`src/rtl/fetch_stage.sv`:
```
// fetch_stage -- instruction fetch front end with branch-prediction hookup
//
// Issues one word-aligned fetch at a time to instruction memory. The block
// waits for the response, optionally consults the branch predictor in the
// same cycle, and pushes {pc, inst, prediction, ghr} into a small FIFO
// toward decode. A redirect from execute flushes the queue and restarts
// fetch at the corrected PC. If that redirect lands while a request is
// still outstanding, the block drains the stale response.
//
// Configuration macro: FETCH_STAGE_PREDICT_EN
//   defined   -> predictor outputs are live and taken predictions steer fetch
//   undefined -> predictor outputs tied 0, fetch is strictly sequential,
//                and the queue always carries a zero GHR
//
// Parameters: GH (GHR snapshot width), FQ_DEPTH (queue entries, power of
//             two, >= 2), RESET_PC (first fetch address)
// Ports:
//   clock_i, reset_n_i                       clock, sync active-low reset
//   imem_req_valid_o/addr_o, imem_req_ready_i   fetch request channel
//   imem_resp_valid_i, imem_resp_data_i      fetch response
//   predict_req_valid_o/pc_o/used_o          predictor lookup / GHR shift
//   predict_taken_i/target_i/ghr_snapshot_i  predictor answer
//   redirect_valid_i, redirect_pc_i          flush from execute
//   fq_valid_o, fq_ready_i, fq_pc_o, fq_inst_o, fq_pred_taken_o,
//   fq_pred_target_o, fq_ghr_o               queue head toward decode
module fetch_stage #(
  parameter int          GH       = 8,
  parameter int          FQ_DEPTH = 4,
  parameter logic [31:0] RESET_PC = 32'h0000_0000
) (
  input  logic          clock_i,
  input  logic          reset_n_i,
  output logic          imem_req_valid_o,
  output logic [31:0]   imem_req_addr_o,
  input  logic          imem_req_ready_i,
  input  logic          imem_resp_valid_i,
  input  logic [31:0]   imem_resp_data_i,
  output logic          predict_req_valid_o,
  output logic [31:0]   predict_req_pc_o,
  output logic          predict_req_used_o,
  input  logic          predict_taken_i,
  input  logic [31:0]   predict_target_i,
  input  logic [GH-1:0] predict_ghr_snapshot_i,
  input  logic          redirect_valid_i,
  input  logic [31:0]   redirect_pc_i,
  output logic          fq_valid_o,
  input  logic          fq_ready_i,
  output logic [31:0]   fq_pc_o,
  output logic [31:0]   fq_inst_o,
  output logic          fq_pred_taken_o,
  output logic [31:0]   fq_pred_target_o,
  output logic [GH-1:0] fq_ghr_o
);

`ifdef FETCH_STAGE_PREDICT_EN
  localparam logic PRED_EN = 1'b1;
`else
  localparam logic PRED_EN = 1'b0;
`endif

  localparam int PW = $clog2(FQ_DEPTH);
  localparam int CW = PW + 1;
  localparam logic [CW-1:0] DEPTH_C = CW'(FQ_DEPTH);

  typedef enum logic [1:0] {FETCH, WAIT, DRAIN} state_e;

  state_e          state_q, state_d;
  logic [31:0]     pc_q, pc_d;
  logic [PW-1:0]   wr_ptr_q, wr_ptr_d, rd_ptr_q, rd_ptr_d;
  logic [CW-1:0]   count_q, count_d;

  // Queue storage carries no reset; only count/pointers qualify it.
  logic [31:0]     pc_mem_q     [FQ_DEPTH];
  logic [31:0]     inst_mem_q   [FQ_DEPTH];
  logic            taken_mem_q  [FQ_DEPTH];
  logic [31:0]     target_mem_q [FQ_DEPTH];
  logic [GH-1:0]   ghr_mem_q    [FQ_DEPTH];

  logic            resp_in_wait;
  logic            taken_eff;
  logic [31:0]     pc_plus4;
  logic [31:0]     entry_target;
  logic            enq, deq;

  // pc_q only moves on response or redirect, and any redirect leaves WAIT,
  // so while in WAIT pc_q is exactly the address of the outstanding request.
  assign pc_plus4     = pc_q + 32'd4;
  assign resp_in_wait = (state_q == WAIT) && imem_resp_valid_i;
  assign taken_eff    = PRED_EN && predict_taken_i && (predict_target_i != 32'd0);
  assign entry_target = taken_eff ? predict_target_i : pc_plus4;

  assign imem_req_valid_o = reset_n_i && (state_q == FETCH) &&
                            (count_q < DEPTH_C) && !redirect_valid_i;
  assign imem_req_addr_o  = pc_q;

  assign predict_req_valid_o = PRED_EN && reset_n_i && resp_in_wait;
  assign predict_req_used_o  = predict_req_valid_o && !redirect_valid_i;
  assign predict_req_pc_o    = predict_req_valid_o ? pc_q : 32'd0;

  assign enq = reset_n_i && resp_in_wait && !redirect_valid_i;

  assign fq_valid_o       = reset_n_i && (count_q != '0) && !redirect_valid_i;
  assign deq              = fq_valid_o && fq_ready_i;
  assign fq_pc_o          = fq_valid_o ? pc_mem_q[rd_ptr_q]     : 32'd0;
  assign fq_inst_o        = fq_valid_o ? inst_mem_q[rd_ptr_q]   : 32'd0;
  assign fq_pred_taken_o  = fq_valid_o ? taken_mem_q[rd_ptr_q]  : 1'b0;
  assign fq_pred_target_o = fq_valid_o ? target_mem_q[rd_ptr_q] : 32'd0;
  assign fq_ghr_o         = fq_valid_o ? ghr_mem_q[rd_ptr_q]    : '0;

  always_comb begin
    state_d  = state_q;
    pc_d     = pc_q;
    wr_ptr_d = wr_ptr_q;
    rd_ptr_d = rd_ptr_q;
    count_d  = count_q;

    if (redirect_valid_i) begin
      pc_d     = redirect_pc_i;
      wr_ptr_d = '0;
      rd_ptr_d = '0;
      count_d  = '0;
    end else begin
      if (enq) wr_ptr_d = wr_ptr_q + PW'(1);
      if (deq) rd_ptr_d = rd_ptr_q + PW'(1);
      case ({enq, deq})
        2'b10:   count_d = count_q + CW'(1);
        2'b01:   count_d = count_q - CW'(1);
        default: count_d = count_q;
      endcase
    end

    case (state_q)
      FETCH: begin
        if (imem_req_valid_o && imem_req_ready_i) state_d = WAIT;
      end
      WAIT: begin
        if (redirect_valid_i) begin
          // Response in the same cycle is dropped; otherwise it is still in flight.
          state_d = imem_resp_valid_i ? FETCH : DRAIN;
        end else if (imem_resp_valid_i) begin
          pc_d    = taken_eff ? predict_target_i : pc_plus4;
          state_d = FETCH;
        end
      end
      DRAIN: begin
        // A redirect here only retargets the PC. The stale response is still
        // owed, and its arrival is what releases DRAIN (even alongside a
        // redirect), so the block can never wait on a response already consumed.
        if (imem_resp_valid_i) state_d = FETCH;
      end
      default: state_d = FETCH;
    endcase
  end

  always_ff @(posedge clock_i) begin
    if (!reset_n_i) begin
      state_q  <= FETCH;
      pc_q     <= RESET_PC;
      wr_ptr_q <= '0;
      rd_ptr_q <= '0;
      count_q  <= '0;
    end else begin
      state_q  <= state_d;
      pc_q     <= pc_d;
      wr_ptr_q <= wr_ptr_d;
      rd_ptr_q <= rd_ptr_d;
      count_q  <= count_d;
    end
  end

  always_ff @(posedge clock_i) begin
    if (enq) begin
      pc_mem_q[wr_ptr_q]     <= pc_q;
      inst_mem_q[wr_ptr_q]   <= imem_resp_data_i;
      taken_mem_q[wr_ptr_q]  <= taken_eff;
      target_mem_q[wr_ptr_q] <= entry_target;
      ghr_mem_q[wr_ptr_q]    <= PRED_EN ? predict_ghr_snapshot_i : '0;
    end
  end

endmodule
```
`config.mk`:
```
export PLATFORM = sky130hd
export DESIGN_NAME = fetch_stage
export DESIGN_NICKNAME = d
export VERILOG_FILES = /design/src/rtl/fetch_stage.sv
export SDC_FILE = /design/constraint.sdc
export NUM_CORES = 1
export LEC_CHECK = 0
export CAP_MARGIN = 30
export CORE_UTILIZATION = 49
export CTS_CLUSTER_SIZE = 20
export DETAILED_ROUTE_END_ITERATION = 10
export PLACE_DENSITY = 0.74
export SLEW_MARGIN = 20
export SYNTH_ARGS = -nofsm -noshare
export SYNTH_HDL_FRONTEND = slang
export SYNTH_SLANG_ARGS = --single-unit
export TNS_END_PERCENT = 1
```
`constraint.sdc`:
```
create_clock -name clock_i -period 6.4 [get_ports clock_i]
set_clock_uncertainty 0.2 [all_clocks]
set_input_delay 0.64 -clock clock_i [delete_from_list [all_inputs] [get_ports clock_i]]
set_output_delay 0.64 -clock clock_i [all_outputs]
set_load 0.02 [all_outputs]
```
==> flow_summary.yaml <==
clocking:
  cts_tree: "done"
  cts_resized: 0
  cts_setup_buffers: 0
  clk_latency_ns: 0.53
  cts.sinks: 419
  cts_hold_buf: 0
  cts_buffers: 43
  clk_pin_slew_worst_paths_ns: 0.06
  cts-root-buf: "clkbuf_16"
  cts.path.max_buffers: 3
  htreeDepth: 2
global_routing:
  grt.overflow.total: 0
  antenna_found_initial: 1
  first_global_vias: 9829
  grt_util_all_layers_pct: 21.3
  grt_pass1_wl_mm: 58.3
  grt_max_degree: 66
setup_path:
  critPathArrivalTime_ns: 3.43
  max_stage_delay_ns: 0.92
  critical_path.cell_chain: "buf_4 -> mux4_2 -> and3_1 -> clkdlybuf4s50_1"
  critPathKind: "flop to output port"
  worstPathRequired_ns: 5.56
  cp_slowest_cell: "dfxtp_4"
  worstSetupEndpointType: "output port"
  cp_top_family: "buffers and inverters"
  critPathMaxFanout: 41
  start_kind: "flop"
  crit_buf_inv: 2
logic_synthesis:
  synthesis.area_um2: 17400
  ys.flop_type: "edfxtp_1"
  seq_area_frac_synth_pct: 69.9
  yosysTopAreaCell: "edfxtp_1"
  syn_inst: 1022
  synthTopCellsByArea: "edfxtp_1 (65%), mux4_2 (12%), dfxtp_1 (4.9%)"
  synth_top_area_share_pct: 64.9
  synth_cell_type_count: 48
  syn_avg_cell_area_um2: 17.0
  synth_seq_cells: 419
  async_flop_share_pct: 0
  synth_edf_count: 376
  yosys_warnings: 0
drt:
  post_drt_wl_per_cell_um: 22.5
  avgViaCountPerCell: 5.75
  drt_iter0_drc: 709
  num_vias: 9746
  ant_nets: 0
  routed_wl_mm: 38.2
  route.detailed.drc: 0
  drt-pass1-iter-count: 5
die:
  core-area_um2: 34700
  fp-row-count: 68
  chipHeight_um: 190
  die_area_um2: 36300
  die_x_um: 190
  io_pins: 284
  initial_utilization_pct: 50.1
final_layout:
  mostFrequentLayoutCells: "edfxtp_1 (376), clkdlybuf4s50_1 (199), and3_1 (98), mux4_2 (94), clkbuf_16 (45)"
  fin_area_um2: 21100
  layout_commonest_cell: "edfxtp_1"
  multi_input_area_um2: 4740
  finish.net_count: 1323
  fill_cells: 2566
  seqCellArea_um2: 12200
  drive_gt1_share_pct: 15.3
  instances_no_fill: 1695
  syn_to_final_growth_pct: 21.5
placed_design:
  dp_hpwl_mm: 22.8
  placed_cells: 1614
  port_buffers: 199
  placed_area_um2: 19700
  place.gp.congestion: 0.775
pwr:
  p_seq_share_pct: 53.9
  total_power_uw: 5660
  power_density_nw_per_um2: 268
  swShare_pct: 20.3
  p_int_uw: 4510
  leakagePower_uw: 0.00700
  ir_drop_mv: 0.173
  clkPwrFrac_pct: 42.3
  comb_power_share_pct: 3.8
  p_switching_uw: 1150
sta:
  relSlewSlack_pct: 35.9
  finalHoldViolations: 0
  fin_tns_setup_ns: 0
  setup_violations: 0
  tightest_slew_ns: 0.962
  fmax_mhz: 234
  period_minus_slack_ns: 4.27
  rsz0062_at_grt: "no"
  finalMaxSlewViolations: 0
  timing.final.crit_share_pct: 66.7
status:
  outcome: "finished, final reports clean"
worst_hold_path:
  hold_path.class: "flop to flop"
job:
  cap_violations: 0
==> worst min-delay path: cells and delay by family, from the launching register on <==
family | cells | cell delay [ns]
AOI/OAI and AO/OA | 1 | 0.06
DFF | 1 | 0.34
and+or+nand+nor | 1 | 0.06
==> sequential cells by signal, indices dropped and copies added, names as in the netlist, named ones only <==
name,cells
inst_mem_q,128
target_mem_q,126
pc_mem_q,122
imem_req_addr_o,32
count_q,3
rd_ptr_q,2
state_q,2
wr_ptr_q,2
==> area by class of cell <==
type	count	share of cell area (%)
Clock buffer	57	5.59
Antenna cell	1	0.0118
Timing Repair Buffer	220	10.7
Multi-Input combinational cell	511	22.4
Inverter	10	0.178
Clock inverter	22	0.847
Tap cell	455	2.69
Sequential cell	419	57.5
==> kinds of logic (layout without fill, tap and decap cells) <==
group	count (synthesis)	in the layout	share of synthesized area (%)
compound gates	71	71	2.50
xor+xnor	41	41	2.06
fa+ha+maj	7	7	0.547
buf+inv	134	309	4.06
flops	419	419	69.9
mux	97	97	12.3
other cells	1	44	0.0216
simple gates	252	252	8.61
==> metal layers <==
metal  wire [µm]  track usage (%)  up-vias
met5           0                0        -
met4         639             5.08        0
met3        3100             4.47       42
met2       18500             34.3      375
met1       15900             30.0     4994
li1            -                -     4335
==> cells in the mapped netlist, types with 14 or more instances <==
cell type,number
and3_1,102
buf_2,15
buf_4,47
clkbuf_1,53
dfxtp_1,43
edfxtp_1,376
mux4_2,94
nand2_1,25
nand3_1,17
nor2_1,22
nor3_1,14
o21ai_0,30
xnor2_1,26
xor2_1,15
==> power by group through the flow <==
| stage | logic, µW | registers, µW | clock network [µW] |
|---|---|---|---|
| 2_1_floorplan | 122 | 3100 | 0 |
| 3_3_place_gp | 211 | 3100 | 0 |
| 3_5_place_dp | 216 | 3110 | 0 |
| 4_1_cts | 217 | 3050 | 2440 |
| 5_1_grt | 233 | 3050 | 2560 |
| 6_report | 216 | 3050 | 2400 |
==> metrics by stage <==
| stage | setup WS, ns | utilization [%] | hold slack (ns) |
|---|---|---|---|
| 3_3_place_gp | 2.17 | 56.6 | 0.286 |
| 5_1_grt | 1.85 | 60.9 | 0.352 |
| 3_5_place_dp | 2.19 | 56.9 | 0.296 |
| 4_1_cts | 1.96 | 60.8 | 0.305 |
| 2_1_floorplan | 2.16 | - | 0.269 |
| 6_report | 2.13 | 60.9 | 0.304 |
==> worst paths after layout <==
path	start	endpoint	slack, ns	cells past startpoint
setup / recovery	flop	fq_pred_target_o[28]	2.13	4
hold / removal	wr_ptr_q[1]$_SDFFE_PP0P_	wr_ptr_q[1]$_SDFFE_PP0P_	0.30	2
setup reg to reg	state_q[0]$_SDFFE_PN0P_	target_mem_q[0][20]$_DFFE_PP_	3.17	3
hold reg to reg	wr_ptr_q[1]$_SDFFE_PP0P_	wr_ptr_q[1]$_SDFFE_PP0P_	0.30	2
(Power assumes the default switching activity.)
